$ cat src/rtl/pipeline_pkg.sv
// Shared types for the pipeline hazard controller: FSM states, prioritised
// hazard events and the per-event control-signal encoding.
package pipeline_pkg;

    typedef enum logic [1:0] {
        ST_RUN       = 2'd0,
        ST_LD_STALL  = 2'd1,
        ST_DMEM_WAIT = 2'd2
    } hz_state_e;

    // Listed lowest to highest priority.
    typedef enum logic [2:0] {
        EV_NONE      = 3'd0,
        EV_IMEM_WAIT = 3'd1,
        EV_LOAD_USE  = 3'd2,
        EV_BRANCH    = 3'd3,
        EV_DMEM_WAIT = 3'd4
    } hz_event_e;

    typedef struct packed {
        logic pc_write;
        logic if_id_write;
        logic if_id_flush;
        logic id_ex_flush;
        logic pipe_hold;
    } hz_ctrl_t;

    localparam hz_ctrl_t CTRL_DEFAULT = '{pc_write: 1'b1, if_id_write: 1'b1,
                                          if_id_flush: 1'b0, id_ex_flush: 1'b0,
                                          pipe_hold: 1'b0};

    function automatic hz_event_e pick_event(input logic dmem_wait, input logic branch,
                                             input logic load_use, input logic imem_wait);
        if (dmem_wait)     return EV_DMEM_WAIT;
        else if (branch)   return EV_BRANCH;
        else if (load_use) return EV_LOAD_USE;
        else if (imem_wait) return EV_IMEM_WAIT;
        else               return EV_NONE;
    endfunction

    function automatic hz_ctrl_t event_ctrl(input hz_event_e ev);
        hz_ctrl_t c;
        c = CTRL_DEFAULT;
        case (ev)
            EV_DMEM_WAIT: begin
                c.pc_write    = 1'b0;
                c.if_id_write = 1'b0;
                c.pipe_hold   = 1'b1;
            end
            EV_BRANCH: begin
                c.if_id_flush = 1'b1;
                c.id_ex_flush = 1'b1;
            end
            EV_LOAD_USE: begin
                c.pc_write    = 1'b0;
                c.if_id_write = 1'b0;
                c.id_ex_flush = 1'b1;
            end
            // Fetch bubble: IF/ID takes a NOP while the rest of the pipe drains.
            EV_IMEM_WAIT: begin
                c.pc_write    = 1'b0;
                c.if_id_flush = 1'b1;
            end
            default: c = CTRL_DEFAULT;
        endcase
        return c;
    endfunction

endpackage

$ cat src/rtl/hazard_ctrl_if.sv
// Hazard-controller bus: pipeline status in, stall/flush enables and
// performance counters out.
interface hazard_ctrl_if #(
    parameter int CNT_W = 32
);
    logic [4:0]       id_rs1;
    logic [4:0]       id_rs2;
    logic             id_uses_rs1;
    logic             id_uses_rs2;
    logic             ex_mem_read;
    logic [4:0]       ex_rd;
    logic             branch_taken;
    logic             imem_ready;
    logic             mem_access;
    logic             dmem_ready;

    logic             pc_write;
    logic             if_id_write;
    logic             if_id_flush;
    logic             id_ex_flush;
    logic             pipe_hold;
    logic [CNT_W-1:0] load_stall_cnt;
    logic [CNT_W-1:0] branch_flush_cnt;
    logic [CNT_W-1:0] mem_wait_cnt;
    logic             err_timeout;

    modport master (
        output id_rs1, id_rs2, id_uses_rs1, id_uses_rs2, ex_mem_read, ex_rd,
               branch_taken, imem_ready, mem_access, dmem_ready,
        input  pc_write, if_id_write, if_id_flush, id_ex_flush, pipe_hold,
               load_stall_cnt, branch_flush_cnt, mem_wait_cnt, err_timeout
    );

    modport slave (
        input  id_rs1, id_rs2, id_uses_rs1, id_uses_rs2, ex_mem_read, ex_rd,
               branch_taken, imem_ready, mem_access, dmem_ready,
        output pc_write, if_id_write, if_id_flush, id_ex_flush, pipe_hold,
               load_stall_cnt, branch_flush_cnt, mem_wait_cnt, err_timeout
    );
endinterface

$ cat src/rtl/sat_counter.sv
// Event counter that sticks at all-ones instead of wrapping.
module sat_counter #(
    parameter int WIDTH = 32
) (
    input  logic             clk,
    input  logic             reset,
    input  logic             inc,
    output logic [WIDTH-1:0] cnt
);
    logic [WIDTH-1:0] cnt_q, cnt_d;

    always_comb begin
        cnt_d = cnt_q;
        if (inc && (cnt_q != '1)) cnt_d = cnt_q + WIDTH'(1);
    end

    always_ff @(posedge clk) begin
        if (reset) cnt_q <= '0;
        else       cnt_q <= cnt_d;
    end

    assign cnt = cnt_q;
endmodule

$ cat src/rtl/hazard_ctrl.sv
// Pipeline hazard controller: same-cycle stall/flush decisions with fixed
// priority, one-bubble load-use FSM, data-memory timeout and event counters.
module hazard_ctrl
    import pipeline_pkg::*;
#(
    parameter int CNT_W   = 32,
    parameter int TIMEOUT = 255
) (
    input  logic           clk,
    input  logic           reset,
    hazard_ctrl_if.slave   hz
);
    localparam int WAIT_W = $clog2(TIMEOUT + 1);

    hz_state_e         state_q, state_d;
    logic [WAIT_W-1:0] wait_cnt_q, wait_cnt_d;
    logic              err_q, err_d;

    logic      dmem_wait, load_use_raw, load_use;
    hz_event_e ev;
    hz_ctrl_t  ctrl;

    always_comb begin
        dmem_wait    = hz.mem_access & ~hz.dmem_ready;
        load_use_raw = hz.ex_mem_read && (hz.ex_rd != 5'd0) &&
                       ((hz.id_uses_rs1 && (hz.id_rs1 == hz.ex_rd)) ||
                        (hz.id_uses_rs2 && (hz.id_rs2 == hz.ex_rd)));
        // The bubble already inserted for this load covers the dependency.
        load_use     = load_use_raw && (state_q != ST_LD_STALL);
        ev           = pick_event(dmem_wait, hz.branch_taken, load_use, ~hz.imem_ready);
        if (reset) ev = EV_NONE;
        ctrl         = event_ctrl(ev);

        case (ev)
            EV_DMEM_WAIT: state_d = ST_DMEM_WAIT;
            EV_LOAD_USE:  state_d = ST_LD_STALL;
            default:      state_d = ST_RUN;
        endcase

        wait_cnt_d = '0;
        err_d      = err_q;
        if (ev == EV_DMEM_WAIT) begin
            wait_cnt_d = (wait_cnt_q == WAIT_W'(TIMEOUT)) ? wait_cnt_q : wait_cnt_q + WAIT_W'(1);
            // wait_cnt_q counts earlier wait cycles, so this is the TIMEOUT-th one.
            if (wait_cnt_q == WAIT_W'(TIMEOUT - 1)) err_d = 1'b1;
        end
    end

    always_ff @(posedge clk) begin
        if (reset) begin
            state_q    <= ST_RUN;
            wait_cnt_q <= '0;
            err_q      <= 1'b0;
        end else begin
            state_q    <= state_d;
            wait_cnt_q <= wait_cnt_d;
            err_q      <= err_d;
        end
    end

    assign hz.pc_write    = ctrl.pc_write;
    assign hz.if_id_write = ctrl.if_id_write;
    assign hz.if_id_flush = ctrl.if_id_flush;
    assign hz.id_ex_flush = ctrl.id_ex_flush;
    assign hz.pipe_hold   = ctrl.pipe_hold;
    assign hz.err_timeout = err_q;

    sat_counter #(.WIDTH(CNT_W)) u_load_stall_cnt (
        .clk   (clk),
        .reset (reset),
        .inc   (ev == EV_LOAD_USE),
        .cnt   (hz.load_stall_cnt)
    );

    sat_counter #(.WIDTH(CNT_W)) u_branch_flush_cnt (
        .clk   (clk),
        .reset (reset),
        .inc   (ev == EV_BRANCH),
        .cnt   (hz.branch_flush_cnt)
    );

    sat_counter #(.WIDTH(CNT_W)) u_mem_wait_cnt (
        .clk   (clk),
        .reset (reset),
        .inc   (ev == EV_DMEM_WAIT),
        .cnt   (hz.mem_wait_cnt)
    );
endmodule

$ cat src/flat_wrapper.sv
// flat-port wrapper written by rule: the top's interface ports become plain ports
module hazard_ctrl_flat import pipeline_pkg::*;
#(
    parameter int CNT_W   = 32,
    parameter int TIMEOUT = 255
)
  (clk, reset, hz_id_rs1, hz_id_rs2, hz_id_uses_rs1, hz_id_uses_rs2, hz_ex_mem_read, hz_ex_rd, hz_branch_taken, hz_imem_ready, hz_mem_access, hz_dmem_ready, hz_pc_write, hz_if_id_write, hz_if_id_flush, hz_id_ex_flush, hz_pipe_hold, hz_load_stall_cnt, hz_branch_flush_cnt, hz_mem_wait_cnt, hz_err_timeout);
  hazard_ctrl_if #(.CNT_W(CNT_W)) hz_i ();
  input  logic clk;
  input  logic reset;
  input wire logic [$bits(hz_i.id_rs1)-1:0] hz_id_rs1;
  input wire logic [$bits(hz_i.id_rs2)-1:0] hz_id_rs2;
  input wire logic [$bits(hz_i.id_uses_rs1)-1:0] hz_id_uses_rs1;
  input wire logic [$bits(hz_i.id_uses_rs2)-1:0] hz_id_uses_rs2;
  input wire logic [$bits(hz_i.ex_mem_read)-1:0] hz_ex_mem_read;
  input wire logic [$bits(hz_i.ex_rd)-1:0] hz_ex_rd;
  input wire logic [$bits(hz_i.branch_taken)-1:0] hz_branch_taken;
  input wire logic [$bits(hz_i.imem_ready)-1:0] hz_imem_ready;
  input wire logic [$bits(hz_i.mem_access)-1:0] hz_mem_access;
  input wire logic [$bits(hz_i.dmem_ready)-1:0] hz_dmem_ready;
  output wire logic [$bits(hz_i.pc_write)-1:0] hz_pc_write;
  output wire logic [$bits(hz_i.if_id_write)-1:0] hz_if_id_write;
  output wire logic [$bits(hz_i.if_id_flush)-1:0] hz_if_id_flush;
  output wire logic [$bits(hz_i.id_ex_flush)-1:0] hz_id_ex_flush;
  output wire logic [$bits(hz_i.pipe_hold)-1:0] hz_pipe_hold;
  output wire logic [$bits(hz_i.load_stall_cnt)-1:0] hz_load_stall_cnt;
  output wire logic [$bits(hz_i.branch_flush_cnt)-1:0] hz_branch_flush_cnt;
  output wire logic [$bits(hz_i.mem_wait_cnt)-1:0] hz_mem_wait_cnt;
  output wire logic [$bits(hz_i.err_timeout)-1:0] hz_err_timeout;
  assign hz_i.id_rs1 = hz_id_rs1;
  assign hz_i.id_rs2 = hz_id_rs2;
  assign hz_i.id_uses_rs1 = hz_id_uses_rs1;
  assign hz_i.id_uses_rs2 = hz_id_uses_rs2;
  assign hz_i.ex_mem_read = hz_ex_mem_read;
  assign hz_i.ex_rd = hz_ex_rd;
  assign hz_i.branch_taken = hz_branch_taken;
  assign hz_i.imem_ready = hz_imem_ready;
  assign hz_i.mem_access = hz_mem_access;
  assign hz_i.dmem_ready = hz_dmem_ready;
  assign hz_pc_write = hz_i.pc_write;
  assign hz_if_id_write = hz_i.if_id_write;
  assign hz_if_id_flush = hz_i.if_id_flush;
  assign hz_id_ex_flush = hz_i.id_ex_flush;
  assign hz_pipe_hold = hz_i.pipe_hold;
  assign hz_load_stall_cnt = hz_i.load_stall_cnt;
  assign hz_branch_flush_cnt = hz_i.branch_flush_cnt;
  assign hz_mem_wait_cnt = hz_i.mem_wait_cnt;
  assign hz_err_timeout = hz_i.err_timeout;
  hazard_ctrl #(.CNT_W(CNT_W), .TIMEOUT(TIMEOUT)) u_core (.clk(clk), .reset(reset), .hz(hz_i));
endmodule
$ cat config.mk
export PLATFORM = sky130hd
export DESIGN_NAME = hazard_ctrl_flat
export DESIGN_NICKNAME = d
export VERILOG_FILES = /design/src/rtl/pipeline_pkg.sv /design/src/rtl/hazard_ctrl_if.sv /design/src/rtl/sat_counter.sv /design/src/rtl/hazard_ctrl.sv /design/src/flat_wrapper.sv
export SDC_FILE = /design/constraint.sdc
export NUM_CORES = 1
export LEC_CHECK = 0
export CAP_MARGIN = 40
export CORE_MARGIN = 4
export CORE_UTILIZATION = 46
export DETAILED_ROUTE_END_ITERATION = 6
export GPL_TIMING_DRIVEN = 1
export PLACE_DENSITY = 0.77
export SLEW_MARGIN = 30
export SYNTH_ARGS = -nofsm -noshare
export SYNTH_HDL_FRONTEND = slang
export SYNTH_SLANG_ARGS = --single-unit
$ cat constraint.sdc
create_clock -name clk -period 2.41 [get_ports clk]
set_clock_uncertainty 0.2 [all_clocks]
set_input_delay 0.482 -clock clk [delete_from_list [all_inputs] [get_ports clk]]
set_output_delay 0.482 -clock clk [all_outputs]
set_load 0.05 [all_outputs]
==> impl_metrics.toml <==
[synth]
yosys_warnings = 0
synth_top_area_share_pct = 39.4
avgSynthCellArea_um2 = 8.62
synth.distinct_cells = 60
synth_area_leader_cell = "dfxtp_1"
ys_top_cells_by_area = "dfxtp_1 39%, xor2_1 6.6%, nor2_1 6.1%"
yosysSeqAreaShare_pct = 39.4
syn_inst = 631
synth-seq-cells = 107
synthesis.nets = 660
syn_area_um2 = 5440

[sta]
fmax_mhz = 377
maxSlewHeadroom_pct = 52.7
drv_slew = 0
period_needed_ns = 2.65
setup_slack_ns = -0.241
setup-violations-final = 4
worst_pin_slew_ns = 0.710
min_period_over_period_pct = 110
fin_setup_tns_ns = -0.793
finalHoldViolations = 0
rsz0062_at_grt = "true"

[die]
io_pins = 126
die_h_um = 117
core_um2 = 11500
fp-row-count = 39
start_util_pct = 47.2
die_x_um = 117
die-area_um2 = 13600

[power]
p_leak_nw = 2.80
seqPwrFrac_pct = 50.5
clkPwrFrac_pct = 42.7
power.density_nw_per_um2 = 457
switching_share_pct = 23.5
comb_power_share_pct = 6.9
ir_drop_mv = 0.270
p_switching_mw = 0.828
intPower_mw = 2.70

[grt]
grt_use_met2_pct = 39.8
grt_pass1_wl_mm = 25.5
grt.met1_usage_pct = 28.0
grt_overflow = 0
grt_max_degree = 67
track_usage_pct = 23.1
grt_busiest_layer = "met2"
grt_util_met3_pct = 4.40
antenna_found_initial = 0
grt_pass1_vias = 5381

[placement]
pre_cts_slack_ns = -0.607
gp_congestion = 0.799
dp.cells = 933
hpwl_mm = 11.2
numPortBuffers = 125

[final_layout]
final_cells = 961
diodes = 0
drive_above_1_share_pct = 16.9
layout.nets = 842
final_common_cell = "dfxtp_1"
layout_common_cells = "101 x dfxtp_1, 100 x clkdlybuf4s50_1, 87 x nor2_1"
syn_to_final_growth_pct = 41.7

[worst_hold_path]
hold_class = "register to register"

[cts]
cts_max_level = 3
cts_root_buf = "clkbuf_16"
ctsHoldBuffers = 0
insertion_delay_ns = 0.36
clkSinkCount = 107
clk_path_buf_depth = 2
clkSlewWorstSetupHoldPaths_ns = 0.07
numCtsBuffers = 9
tritoncts = "done"

[setup_path]
max_stage_delay_ns = 0.54
crit_fanout = 2
end_kind = "output pin"
critPathRequiredTime_ns = 1.73
path_class = "input port to output pin"
crit_arrival_ns = 1.97
cp_cell_sequence = "buf_6 > or4_4 > o221ai_4 > and2b_1 > buf_4 > o21a_4 > buf_12"
start_kind = "input port"
crit_slowest_cell = "or4_4"

[detailed_routing]
viasPerCell = 5.66
wl_mm = 15.5
via_count = 5443
dr.pass1.iters = 5
postRouteAntennaNets = 0
drc = 0
drt-initial-drc-count = 264
wire_per_inst_um = 16.1

[outcome]
failed_checks = "setup timing"
outcome = "finished, violations left"

[flow_run]
maxCapViolCount = 0
-- registers in the layout (all words and copies together), names as in the netlist --
| register | cells |
|---|---|
| u_core.u_branch_flush_cnt.cnt | 32 |
| u_core.u_load_stall_cnt.cnt | 32 |
| u_core.u_mem_wait_cnt.cnt | 32 |
| u_core.wait_cnt_q | 8 |
| u_core.state_q | 2 |
| u_core.hz.err_timeout | 1 |
-- worst max-delay path: cells and delay by family --
family                 cells  cell delay [ns]
AOI/OAI and AO/OA          2             0.35
buffers and inverters      3             0.36
and+or+nand+nor            2             0.77
-- layout make-up --
| class | count | area [um^2] |
|---|---|---|
| flip-flops and latches | 107 | 2150 |
| clock inverters | 7 | 78.8 |
| well taps | 143 | 179 |
| repair buffers | 188 | 1770 |
| clock buffers | 9 | 225 |
| multi-input cells | 485 | 3220 |
| inverters | 22 | 90.1 |
| fillers | 907 | 3810 |
-- final timing paths --
| check | startpoint | to | slack [ns] | cells after the start |
|---|---|---|---|---|
| worst max-delay path | hz_ex_rd[3] | hz_id_ex_flush | -0.24 | 7 |
| worst min register to register | u_core.u_load_stall_cnt.cnt[26] | u_core.u_load_stall_cnt.cnt[26] | 0.31 | 2 |
| worst max register to register | u_core.u_branch_flush_cnt.cnt[1] | u_core.u_branch_flush_cnt.cnt[30] | 0.12 | 6 |
| worst min-delay path | u_core.u_load_stall_cnt.cnt[26] | u_core.u_load_stall_cnt.cnt[26] | 0.31 | 2 |
-- cell families (layout without fill, tap and decap cells) --
family | Yosys count | in the layout | share of synthesized area [%]
DFF | 107 | 107 | 39.4
xor gates and xnor gates | 73 | 73 | 11.8
buffers and inverters | 41 | 226 | 3.56
adders and majority gates | 5 | 5 | 1.15
AOI/OAI and AO/OA | 90 | 90 | 10.8
and+or+nand+nor | 311 | 313 | 32.5
muxes | 4 | 4 | 0.851
-- per-layer routing --
| metal | routed length (um) | vias to the layer above |
|---|---|---|
| met3 | 787 | 24 |
| met1 | 6550 | 2593 |
| met4 | 323 | 0 |
| met5 | 0 | - |
| li1 | - | 2652 |
| met2 | 7840 | 174 |
-- power by group through the flow --
stage / Combinational (mW) / Clock, mW / Sequential (mW)
2_1_floorplan: 0.110 / 0 / 1.83
3_3_place_gp: 0.226 / 0 / 1.82
3_5_place_dp: 0.231 / 0 / 1.82
4_1_cts: 0.238 / 1.52 / 1.78
5_1_grt: 0.257 / 1.60 / 1.78
6_report: 0.242 / 1.50 / 1.78
-- what timing repair did --
action                                  in CTS  in global routing
endpoints found under the setup margin      27                 38
setup buffers                                8                  5
endpoints found under the hold margin        0                  0
gates resized for setup                     39                 15
pin swaps                                   21                 18
gates cloned                                 2                  0
-- per-stage QoR --
stage	cell area [um^2]	hold WS, ns	util, %	total power [mW]
2_1_floorplan	5500	0.257	-	1.94
3_3_place_gp	7250	0.277	63.0	2.04
3_5_place_dp	7250	0.295	63.0	2.05
4_1_cts	7640	0.307	66.4	3.54
5_1_grt	7710	0.349	66.9	3.63
6_report	7710	0.313	66.9	3.52
-- cells in the mapped netlist, drive strengths merged --
cell type / number
a211oi: 4
o211ai: 2
a311oi: 1
mux2i: 2
or4: 12
ha: 5
and3: 13
and4: 13
a31o: 1
o21a: 2
nand3: 42
nor2: 89
o22ai: 1
nand4bb: 1
a2111oi: 1
o21ai: 21
nand2b: 2
a41oi: 1
o31a: 1
a21oi: 35
clkinv: 1
or3: 22
nand4: 39
nor3b: 2
inv: 21
nor4b: 1
dfxtp: 107
nand2: 40
nor2b: 2
o221ai: 1
o31ai: 11
nor4: 8
and2: 8
and2b: 1
xor2: 41
buf: 6
xnor2: 32
nor3: 16
a31oi: 8
clkbuf: 13
mux2: 2
Note: power is estimated with default switching activity, not from simulation.
